### config.mk
export PLATFORM = sky130hd
export DESIGN_NAME = ysyx_l1_bus_arb_flat
export DESIGN_NICKNAME = d
export VERILOG_FILES = /design/src/rtl/ysyx_l1_bus_arb_if.sv /design/src/rtl/ysyx_l1_bus_arb.sv /design/src/flat_wrapper.sv
export SDC_FILE = /design/constraint.sdc
export NUM_CORES = 1
export LEC_CHECK = 0
export ABC_AREA = 1
export CORE_AREA = 3 3 145 147
export DETAILED_ROUTE_END_ITERATION = 12
export DIE_AREA = 0 0 148 150
export DONT_BUFFER_PORTS = 1
export GPL_ROUTABILITY_DRIVEN = 0
export PLACE_DENSITY = 0.36
export SYNTH_ARGS = -nofsm -noshare
export SYNTH_HDL_FRONTEND = slang
export SYNTH_SLANG_ARGS = --single-unit
export TNS_END_PERCENT = 100
### constraint.sdc
create_clock -name clock -period 4.18 [get_ports clock]
set_input_delay 0.836 -clock clock [delete_from_list [all_inputs] [get_ports clock]]
set_output_delay 0.836 -clock clock [all_outputs]
set_load 0.05 [all_outputs]
### src/rtl/ysyx_l1_bus_arb_if.sv
// Bus bundle for ysyx_l1_bus_arb: L1I refill port, L1D load/store port and
// the downstream memory port. The slave modport is the arbiter's view; the
// master modport is the view of the surrounding masters and memory.
interface ysyx_l1_bus_arb_if #(
    parameter int XLEN          = 32,
    parameter int L1I_BURST_LEN = 4
);
    localparam int BEAT_W = $clog2(L1I_BURST_LEN);

    // I-side refill port
    logic              i_arvalid;
    logic [XLEN-1:0]   i_araddr;
    logic              i_rready;
    logic [XLEN-1:0]   i_rdata;
    logic              i_rvalid;
    logic              i_rlast;
    logic [BEAT_W-1:0] i_rbeat;

    // D-side load/store port
    logic              d_arvalid;
    logic [XLEN-1:0]   d_araddr;
    logic [7:0]        d_rstrb;
    logic              d_rready;
    logic [XLEN-1:0]   d_rdata;
    logic              d_rvalid;
    logic              d_rlast;
    logic              d_awvalid;
    logic [XLEN-1:0]   d_awaddr;
    logic              d_wvalid;
    logic [XLEN-1:0]   d_wdata;
    logic [7:0]        d_wstrb;
    logic              d_wready;

    // Downstream memory port
    logic              m_arvalid;
    logic [XLEN-1:0]   m_araddr;
    logic [7:0]        m_arlen;
    logic [7:0]        m_rstrb;
    logic              m_arready;
    logic [XLEN-1:0]   m_rdata;
    logic              m_rvalid;
    logic              m_rlast;
    logic              m_awvalid;
    logic [XLEN-1:0]   m_awaddr;
    logic              m_wvalid;
    logic [XLEN-1:0]   m_wdata;
    logic [7:0]        m_wstrb;
    logic              m_wready;

    modport slave (
        input  i_arvalid, i_araddr,
        output i_rready, i_rdata, i_rvalid, i_rlast, i_rbeat,
        input  d_arvalid, d_araddr, d_rstrb,
        output d_rready, d_rdata, d_rvalid, d_rlast,
        input  d_awvalid, d_awaddr, d_wvalid, d_wdata, d_wstrb,
        output d_wready,
        output m_arvalid, m_araddr, m_arlen, m_rstrb,
        input  m_arready, m_rdata, m_rvalid, m_rlast,
        output m_awvalid, m_awaddr, m_wvalid, m_wdata, m_wstrb,
        input  m_wready
    );

    modport master (
        output i_arvalid, i_araddr,
        input  i_rready, i_rdata, i_rvalid, i_rlast, i_rbeat,
        output d_arvalid, d_araddr, d_rstrb,
        input  d_rready, d_rdata, d_rvalid, d_rlast,
        output d_awvalid, d_awaddr, d_wvalid, d_wdata, d_wstrb,
        input  d_wready,
        input  m_arvalid, m_araddr, m_arlen, m_rstrb,
        output m_arready, m_rdata, m_rvalid, m_rlast,
        input  m_awvalid, m_awaddr, m_wvalid, m_wdata, m_wstrb,
        output m_wready
    );
endinterface

### src/rtl/ysyx_l1_bus_arb.sv
// ysyx_l1_bus_arb: two-to-one arbiter between the L1I refill port and the
// L1D load/store port in front of one downstream memory port. One
// transaction is owned at a time; responses are routed only to the owner.
// Optional feature macro: YSYX_BUS_ARB_RR_EN (round-robin I/D read ties;
// otherwise D reads always beat I reads). D writes always win.
module ysyx_l1_bus_arb #(
    parameter int XLEN          = 32,
    parameter int L1I_BURST_LEN = 4
) (
    input logic              clock,
    input logic              reset,
    ysyx_l1_bus_arb_if.slave bus
);
    localparam int         BEAT_W  = $clog2(L1I_BURST_LEN);
    localparam logic [7:0] I_ARLEN = 8'(L1I_BURST_LEN - 1);

    typedef enum logic [2:0] {
        IDLE,
        I_AR,
        I_R,
        D_AR,
        D_R,
        D_W
    } state_e;

    state_e            state_q, state_d;
    logic [XLEN-1:0]   addr_q, addr_d;
    logic [XLEN-1:0]   wdata_q, wdata_d;
    logic [7:0]        strb_q, strb_d;
    logic [BEAT_W-1:0] beat_q, beat_d;
`ifdef YSYX_BUS_ARB_RR_EN
    logic              last_i_q, last_i_d;
`endif

    logic wr_req;
    logic rd_i_win;
    logic rd_d_win;

    // Arbitration request decode: write first, then the read tie-break rule
    always_comb begin
        wr_req   = bus.d_awvalid & bus.d_wvalid;
`ifdef YSYX_BUS_ARB_RR_EN
        rd_i_win = bus.i_arvalid & (~bus.d_arvalid | ~last_i_q);
`else
        rd_i_win = bus.i_arvalid & ~bus.d_arvalid;
`endif
        rd_d_win = bus.d_arvalid & ~rd_i_win;
    end

    // Next-state, latch updates and all bus outputs
    always_comb begin
        state_d  = state_q;
        addr_d   = addr_q;
        wdata_d  = wdata_q;
        strb_d   = strb_q;
        beat_d   = beat_q;
`ifdef YSYX_BUS_ARB_RR_EN
        last_i_d = last_i_q;
`endif
        bus.i_rready  = 1'b0;
        bus.i_rdata   = '0;
        bus.i_rvalid  = 1'b0;
        bus.i_rlast   = 1'b0;
        bus.i_rbeat   = '0;
        bus.d_rready  = 1'b0;
        bus.d_rdata   = '0;
        bus.d_rvalid  = 1'b0;
        bus.d_rlast   = 1'b0;
        bus.d_wready  = 1'b0;
        bus.m_arvalid = 1'b0;
        bus.m_araddr  = '0;
        bus.m_arlen   = '0;
        bus.m_rstrb   = '0;
        bus.m_awvalid = 1'b0;
        bus.m_awaddr  = '0;
        bus.m_wvalid  = 1'b0;
        bus.m_wdata   = '0;
        bus.m_wstrb   = '0;

        case (state_q)
            IDLE: begin
                // Grant pulses are combinational, so hold them off while
                // reset is asserted to keep every output low.
                if (!reset) begin
                    if (wr_req) begin
                        state_d = D_W;
                        addr_d  = bus.d_awaddr;
                        wdata_d = bus.d_wdata;
                        strb_d  = bus.d_wstrb;
                    end else if (rd_i_win) begin
                        state_d      = I_AR;
                        addr_d       = bus.i_araddr;
                        strb_d       = 8'hFF;
                        bus.i_rready = 1'b1;
`ifdef YSYX_BUS_ARB_RR_EN
                        last_i_d     = 1'b1;
`endif
                    end else if (rd_d_win) begin
                        state_d      = D_AR;
                        addr_d       = bus.d_araddr;
                        strb_d       = bus.d_rstrb;
                        bus.d_rready = 1'b1;
`ifdef YSYX_BUS_ARB_RR_EN
                        last_i_d     = 1'b0;
`endif
                    end
                end
            end
            I_AR: begin
                bus.m_arvalid = 1'b1;
                bus.m_araddr  = addr_q;
                bus.m_arlen   = I_ARLEN;
                bus.m_rstrb   = strb_q;
                if (bus.m_arready) state_d = I_R;
            end
            D_AR: begin
                bus.m_arvalid = 1'b1;
                bus.m_araddr  = addr_q;
                bus.m_arlen   = '0;
                bus.m_rstrb   = strb_q;
                if (bus.m_arready) state_d = D_R;
            end
            I_R: begin
                bus.i_rdata  = bus.m_rdata;
                bus.i_rvalid = bus.m_rvalid;
                bus.i_rlast  = bus.m_rlast;
                bus.i_rbeat  = beat_q;
                if (bus.m_rvalid) begin
                    if (bus.m_rlast) begin
                        state_d = IDLE;
                        beat_d  = '0;
                    end else begin
                        beat_d  = beat_q + 1'b1;
                    end
                end
            end
            D_R: begin
                bus.d_rdata  = bus.m_rdata;
                bus.d_rvalid = bus.m_rvalid;
                bus.d_rlast  = bus.m_rlast;
                if (bus.m_rvalid && bus.m_rlast) begin
                    state_d = IDLE;
                    beat_d  = '0;
                end
            end
            D_W: begin
                bus.m_awvalid = 1'b1;
                bus.m_awaddr  = addr_q;
                bus.m_wvalid  = 1'b1;
                bus.m_wdata   = wdata_q;
                bus.m_wstrb   = strb_q;
                bus.d_wready  = bus.m_wready;
                if (bus.m_wready) state_d = IDLE;
            end
            default: state_d = IDLE;
        endcase
    end

    // State, request latches, beat counter and last-grant register
    always_ff @(posedge clock or posedge reset) begin
        if (reset) begin
            state_q  <= IDLE;
            addr_q   <= '0;
            wdata_q  <= '0;
            strb_q   <= '0;
            beat_q   <= '0;
`ifdef YSYX_BUS_ARB_RR_EN
            last_i_q <= 1'b0;
`endif
        end else begin
            state_q  <= state_d;
            addr_q   <= addr_d;
            wdata_q  <= wdata_d;
            strb_q   <= strb_d;
            beat_q   <= beat_d;
`ifdef YSYX_BUS_ARB_RR_EN
            last_i_q <= last_i_d;
`endif
        end
    end
endmodule

### src/flat_wrapper.sv
// flat-port wrapper written by rule: the top's interface ports become plain ports
module ysyx_l1_bus_arb_flat 
#(
    parameter int XLEN          = 32,
    parameter int L1I_BURST_LEN = 4
)
  (clock, reset, bus_i_arvalid, bus_i_araddr, bus_i_rready, bus_i_rdata, bus_i_rvalid, bus_i_rlast, bus_i_rbeat, bus_d_arvalid, bus_d_araddr, bus_d_rstrb, bus_d_rready, bus_d_rdata, bus_d_rvalid, bus_d_rlast, bus_d_awvalid, bus_d_awaddr, bus_d_wvalid, bus_d_wdata, bus_d_wstrb, bus_d_wready, bus_m_arvalid, bus_m_araddr, bus_m_arlen, bus_m_rstrb, bus_m_arready, bus_m_rdata, bus_m_rvalid, bus_m_rlast, bus_m_awvalid, bus_m_awaddr, bus_m_wvalid, bus_m_wdata, bus_m_wstrb, bus_m_wready);
  ysyx_l1_bus_arb_if #(.XLEN(XLEN), .L1I_BURST_LEN(L1I_BURST_LEN)) bus_i ();
  input logic clock;
  input logic reset;
  input wire logic [$bits(bus_i.i_arvalid)-1:0] bus_i_arvalid;
  input wire logic [$bits(bus_i.i_araddr)-1:0] bus_i_araddr;
  output wire logic [$bits(bus_i.i_rready)-1:0] bus_i_rready;
  output wire logic [$bits(bus_i.i_rdata)-1:0] bus_i_rdata;
  output wire logic [$bits(bus_i.i_rvalid)-1:0] bus_i_rvalid;
  output wire logic [$bits(bus_i.i_rlast)-1:0] bus_i_rlast;
  output wire logic [$bits(bus_i.i_rbeat)-1:0] bus_i_rbeat;
  input wire logic [$bits(bus_i.d_arvalid)-1:0] bus_d_arvalid;
  input wire logic [$bits(bus_i.d_araddr)-1:0] bus_d_araddr;
  input wire logic [$bits(bus_i.d_rstrb)-1:0] bus_d_rstrb;
  output wire logic [$bits(bus_i.d_rready)-1:0] bus_d_rready;
  output wire logic [$bits(bus_i.d_rdata)-1:0] bus_d_rdata;
  output wire logic [$bits(bus_i.d_rvalid)-1:0] bus_d_rvalid;
  output wire logic [$bits(bus_i.d_rlast)-1:0] bus_d_rlast;
  input wire logic [$bits(bus_i.d_awvalid)-1:0] bus_d_awvalid;
  input wire logic [$bits(bus_i.d_awaddr)-1:0] bus_d_awaddr;
  input wire logic [$bits(bus_i.d_wvalid)-1:0] bus_d_wvalid;
  input wire logic [$bits(bus_i.d_wdata)-1:0] bus_d_wdata;
  input wire logic [$bits(bus_i.d_wstrb)-1:0] bus_d_wstrb;
  output wire logic [$bits(bus_i.d_wready)-1:0] bus_d_wready;
  output wire logic [$bits(bus_i.m_arvalid)-1:0] bus_m_arvalid;
  output wire logic [$bits(bus_i.m_araddr)-1:0] bus_m_araddr;
  output wire logic [$bits(bus_i.m_arlen)-1:0] bus_m_arlen;
  output wire logic [$bits(bus_i.m_rstrb)-1:0] bus_m_rstrb;
  input wire logic [$bits(bus_i.m_arready)-1:0] bus_m_arready;
  input wire logic [$bits(bus_i.m_rdata)-1:0] bus_m_rdata;
  input wire logic [$bits(bus_i.m_rvalid)-1:0] bus_m_rvalid;
  input wire logic [$bits(bus_i.m_rlast)-1:0] bus_m_rlast;
  output wire logic [$bits(bus_i.m_awvalid)-1:0] bus_m_awvalid;
  output wire logic [$bits(bus_i.m_awaddr)-1:0] bus_m_awaddr;
  output wire logic [$bits(bus_i.m_wvalid)-1:0] bus_m_wvalid;
  output wire logic [$bits(bus_i.m_wdata)-1:0] bus_m_wdata;
  output wire logic [$bits(bus_i.m_wstrb)-1:0] bus_m_wstrb;
  input wire logic [$bits(bus_i.m_wready)-1:0] bus_m_wready;
  assign bus_i.i_arvalid = bus_i_arvalid;
  assign bus_i.i_araddr = bus_i_araddr;
  assign bus_i_rready = bus_i.i_rready;
  assign bus_i_rdata = bus_i.i_rdata;
  assign bus_i_rvalid = bus_i.i_rvalid;
  assign bus_i_rlast = bus_i.i_rlast;
  assign bus_i_rbeat = bus_i.i_rbeat;
  assign bus_i.d_arvalid = bus_d_arvalid;
  assign bus_i.d_araddr = bus_d_araddr;
  assign bus_i.d_rstrb = bus_d_rstrb;
  assign bus_d_rready = bus_i.d_rready;
  assign bus_d_rdata = bus_i.d_rdata;
  assign bus_d_rvalid = bus_i.d_rvalid;
  assign bus_d_rlast = bus_i.d_rlast;
  assign bus_i.d_awvalid = bus_d_awvalid;
  assign bus_i.d_awaddr = bus_d_awaddr;
  assign bus_i.d_wvalid = bus_d_wvalid;
  assign bus_i.d_wdata = bus_d_wdata;
  assign bus_i.d_wstrb = bus_d_wstrb;
  assign bus_d_wready = bus_i.d_wready;
  assign bus_m_arvalid = bus_i.m_arvalid;
  assign bus_m_araddr = bus_i.m_araddr;
  assign bus_m_arlen = bus_i.m_arlen;
  assign bus_m_rstrb = bus_i.m_rstrb;
  assign bus_i.m_arready = bus_m_arready;
  assign bus_i.m_rdata = bus_m_rdata;
  assign bus_i.m_rvalid = bus_m_rvalid;
  assign bus_i.m_rlast = bus_m_rlast;
  assign bus_m_awvalid = bus_i.m_awvalid;
  assign bus_m_awaddr = bus_i.m_awaddr;
  assign bus_m_wvalid = bus_i.m_wvalid;
  assign bus_m_wdata = bus_i.m_wdata;
  assign bus_m_wstrb = bus_i.m_wstrb;
  assign bus_i.m_wready = bus_m_wready;
  ysyx_l1_bus_arb #(.XLEN(XLEN), .L1I_BURST_LEN(L1I_BURST_LEN)) u_core (.clock(clock), .reset(reset), .bus(bus_i));
endmodule
### After elaboration in Yosys (flattened, before gate mapping)

Index checks and enable logic that the tools add are counted.

| storage, ports and cells | value |
|---|---|
| register bits | 77 |
| input bits | 186 |
| output and inout port bits | 196 |
| word-level logic and storage cells | 80 |

| operators by class | value |
|---|---|
| add/sub/neg operators | 1 |
| equal/unequal tests | 13 |
| muxes and demuxes | 46 |
| bitwise logic cells | 6 |
| reductions and logical operators | 9 |

Operators by type and width:

| cell | number |
|---|---|
| 32-bit 2-to-1 mux | 8 |
| 8-bit 2-to-1 mux | 5 |
| 3-bit 2-to-1 mux | 10 |
| 3-bit case mux with 6 select lines | 1 |
| 1-bit 2-to-1 mux | 16 |
| 2-bit != test, second input constant | 6 |
| 2-bit 2-to-1 mux | 5 |
| 3-bit AND reduction | 3 |
| 8-bit AND reduction | 1 |
| 3-bit by 2-bit equality test with 1-bit output, second input constant | 2 |
| 3-bit equality test, second input constant | 2 |
| 4-bit by 1-bit != test with 1-bit output, second input constant | 1 |
| 2-bit case mux with 2 select lines | 1 |
| 1-bit AND | 3 |
| 3-bit by 1-bit equality test with 1-bit output, second input constant | 1 |
| 3-bit zero test | 1 |
| 1-bit NOT | 3 |
| 3-bit nonzero test | 1 |
| 2-bit by 1-bit adder with 2-bit output, second input constant | 1 |
| 2-bit by 1-bit != test with 1-bit output, second input constant | 1 |
| 2-bit nonzero test | 1 |
| 2-bit OR reduction | 1 |
| 1-bit logical AND | 1 |

### Logic depth before layout (Yosys ltp)

| logic depth | value |
|---|---|
| word-level depth | 9 |
| depth in mapped cells | 9 |
| depth with buffers taken out | 8 |

### Worst setup path before layout

No wires, ideal clock.

| timing | value |
|---|---|
| kind | input to output |
| from | in reset |
| to | out bus_d_rready |
| data arrival time | 3.933 ns |
| data required time | 3.344 ns |
| setup slack | -0.589 ns |
| cell stages on the path | 3 |
| path buffers | 0 |
| cells stage by stage | inv_1 nand2_2 nor3_1 |

| on the way | value |
|---|---|
| longest elaborated chain between the ends | 2 |

Ends and longest elaborated chain:

| item | RTL line | source |
|---|---|---|
| start, declared | flat_wrapper.sv:10 | `input logic reset;` |
| 1-bit 2-to-1 mux | ysyx_l1_bus_arb.sv:84 | `if (!reset) begin` |
| 1-bit 2-to-1 mux | ysyx_l1_bus_arb.sv:80 | `case (state_q)` |
| end, declared | flat_wrapper.sv:21 | `output wire logic [$bits(bus_i.d_rready)-1:0] bus_d_rready;` |

Every way passes these cells.

### Final worst setup path

| timing | value |
|---|---|
| from | reg u_core.state_q[2] |
| to | out bus_m_araddr[22] |

| on the way | value |
|---|---|
| longest elaborated chain between the ends | 3 |
| elaborated cells between the ends (all ways) | 4 |
| classes of those cells | 2 x eq/ne; 1 x mux; 1 x reduce/logical |

Ends and longest elaborated chain:

| item | RTL line | source |
|---|---|---|
| start, declared | ysyx_l1_bus_arb.sv:26 | `state_e state_q, state_d;` |
| start signal, assigned | ysyx_l1_bus_arb.sv:171 | `state_q <= state_d;` |
| 3-bit by 1-bit equality test with 1-bit output or 3-bit by 2-bit equality test with 1-bit output (tied branches) | ysyx_l1_bus_arb.sv:80 |  |
| 2-bit OR reduction (no source line) (*) | - |  |
| 32-bit 2-to-1 mux (*) | ysyx_l1_bus_arb.sv:80 |  |
| end, declared | flat_wrapper.sv:32 | `output wire logic [$bits(bus_i.m_araddr)-1:0] bus_m_araddr;` |

Mark *: on every way between the ends. The rest lies on a longest branch, timed or not.

==> run metrics <==
status finished clean; Tmin final 3.500 ns; GRT overflow 0; max-cap violations 0; DRC 0; critical path endpoint category output port; Reg-to-Reg Start u_core.state_q[1]$_DFFE_PP0P_; Startpoint Class flip-flop; Hold Path Class reg -> reg; post-synth top area share 0.3898; clock share of power 0.186; Peak VDD IR 0.0002115 V; DRT Wirelength 18380 µm; synth unique cells 22; P_sw 2.479 mW; fmax 285.7 MHz; setup TNS 0 ns; Hold Crit Depth 2; Min-Delay Endpoint u_core.strb_q[0]$_DFFE_PP0P_; Mean Syn Cell Area 6.479 µm²; 1st-iter DRT viols 164; CTS tree done; CP required 3.34 ns; die width 148 µm; initial antenna violation count 0; top post-synthesis cells by area dfrtp_1 (39%), nor2_1 (14%), nand2_1 (14%); layout cell share with drive strength beyond 1 0.2444; critical path type reg -> out; clk_lat worst skew 0.34 ns; sequential area share after synthesis 0.3898; Mapped Cells 763; synthesized area 4943 µm²; reg2reg setup slack 2.04 ns; CP Data Arrival Time 2.66 ns; vias in the first global route 5005; Worst R2R Path Depth 7; final setup fails 0; leading area contributor after synthesis dfrtp_1; I/O Buffers 0; H-tree level count 3; TritonRoute pass-1 iters 5; final core utilization 0.3276; Pint 2.322 mW; Clock Tree Buf Depth 2; RSZ-0062 raised after global routing false; area of the die 22200 µm²; Post-synth EDFFs 0; I/O pin cnt 382; Clock Root Buffer clkbuf_16; register share of total power 0.254; Yosys reg bits 77; combinational share of power 0.560; Post-CTS Hold Buffers 0; antenna cells 0; Syn. warnings 0; DR vias 5119; Vert. Die Dim 150 µm; Final #Nets 1075; Layout area overhead 32.80%; hold_sp u_core.strb_q[0]$_DFFE_PP0P_; clock sink total 77; GRT Util Overall 0.1572; fraction of registers with async set/reset 1.000; Core Area 20040 µm²; first-pass GRT wire length 27430 µm; Worst R2R End u_core.wdata_q[4]$_DFFE_PP0P_; row count 52; Via density 4.405; CP Max Fanout 23; Gates resized, CTS repair 0; Slew Limit Fails 0; Hold Vio Cnt, Final 0; Worst slew margin 0.3132; DR WL/cell 15.82 µm; CTS buffer count 9; Leak 3.537 nW; Tightest Pin Transition 1.030 ns; postcts setup bufs 0; Worst Skew 0.009402 ns; most frequent cell after synthesis nor2_1; fin crit share 0.8373; Switching Share 0.5163; largest net degree at the start of global routing 65; CTS clk-pin slew, worst paths 0.05 ns; most frequent cells after synthesis nor2_1 (187), nand2_1 (184), inv_1 (122); DRT antenna net count 0; PwrDens 731.3 nW/µm²; ys flop type dfrtp_1; Initial Util 0.2467; placed wire-length estimate 14280 µm
## worst max-delay path by stage
stage | slack (ns) | from | end | cells after the start
final | 0.68 | u_core.state_q[2]$_DFFE_PP0P_ | bus_m_araddr[22] | 8
after global routing | 0.49 | u_core.state_q[1]$_DFFE_PP0P_ | bus_m_araddr[29] | 8
after CTS | 0.63 | u_core.state_q[2]$_DFFE_PP0P_ | bus_m_araddr[22] | 8
after detailed placement | 1.01 | u_core.state_q[2]$_DFFE_PP0P_ | bus_m_araddr[22] | 8
after global placement | 1.11 | u_core.state_q[2]$_DFFE_PP0P_ | bus_m_araddr[21] | 8
after floorplan | 0.33 | reset | bus_d_rready | 3
## critical path, cell delays in order, from the launching register on
cell,delay (ns)
dfrtp_1,0.46
inv_1,0.12
nand3_1,0.11
nand2_1,0.35
inv_1,0.41
buf_4,0.37
buf_4,0.25
nor2_1,0.07
buf_4,0.19
## placed cells by master (no fill, tap or decap), types with 2 or more instances in the layout
master	synthesis	layout
clkinvlp_4	0	2
bufinv_16	0	3
dfrtp_1	77	77
buf_4	12	161
inv_1	122	121
clkbuf_16	0	9
nand3_1	39	38
nor3_2	0	2
nand2_2	3	3
o21ai_1	28	28
inv_2	3	3
o22ai_1	8	8
o21ai_2	28	28
conb_1	1	6
o21ai_0	23	23
nor2_2	2	2
nand4_1	2	2
nor2_1	187	186
nand2_1	184	184
## layer usage
| layer | wire, µm | vias up | track usage |
|---|---|---|---|
| met5 | 0 | - | 0 |
| met4 | 191 | 0 | 0.03972 |
| met3 | 1320 | 14 | 0.03755 |
| met2 | 8805 | 243 | 0.2487 |
| met1 | 8066 | 2346 | 0.2168 |
| li1 | - | 2516 | - |
## cells by family (layout without fill, tap and decap cells)
logic type             after synthesis  after routing  share of synthesized area
buffers and inverters              176            300                     0.1584
other                                1              6                  0.0007586
flip-flops                          77             77                     0.3898
AND/OR/NAND/NOR                    422            422                     0.3397
AO/OA/AOI/OAI                       87             87                     0.1114
## cell type report
cell class / instances / area, µm²
flip-flops and latches: 77 / 1927
inverters: 125 / 473.0
fillers: 2231 / 13470
clock buffers: 10 / 239.0
repair buffers: 161 / 1209
multi-input cells: 515 / 2282
well taps: 270 / 337.8
clock inverters: 4 / 97.59
## power by group through the flow
stage / clock [mW] / combinational (mW) / sequential [mW]
after detailed placement: 0 / 2.71 / 1.23
after global routing: 0.958 / 2.92 / 1.25
after CTS: 0.933 / 2.72 / 1.22
after floorplan: 0 / 2.12 / 1.19
after global placement: 0 / 2.68 / 1.22
final: 0.892 / 2.69 / 1.22
## flip-flops by register name (all words and copies together) (netlist names)
name and count:
u_core.strb_q 8, u_core.addr_q 32, u_core.state_q 3, u_core.beat_q 2, u_core.wdata_q 32
## stage by stage
stage	setup WS [ns]	std cells	hold slack [ns]	cell area, µm²	total power [mW]
after floorplan	0.3341	768	0.4530	4966	3.311
after global placement	1.115	1148	0.4702	6228	3.896
after detailed placement	1.008	1148	0.4731	6228	3.940
after CTS	0.6315	1162	0.4870	6565	4.871
after global routing	0.4924	1162	0.5107	6565	5.127
final	0.6801	1162	0.4795	6565	4.801
No activity file was read; power rests on OpenSTA's default activity.
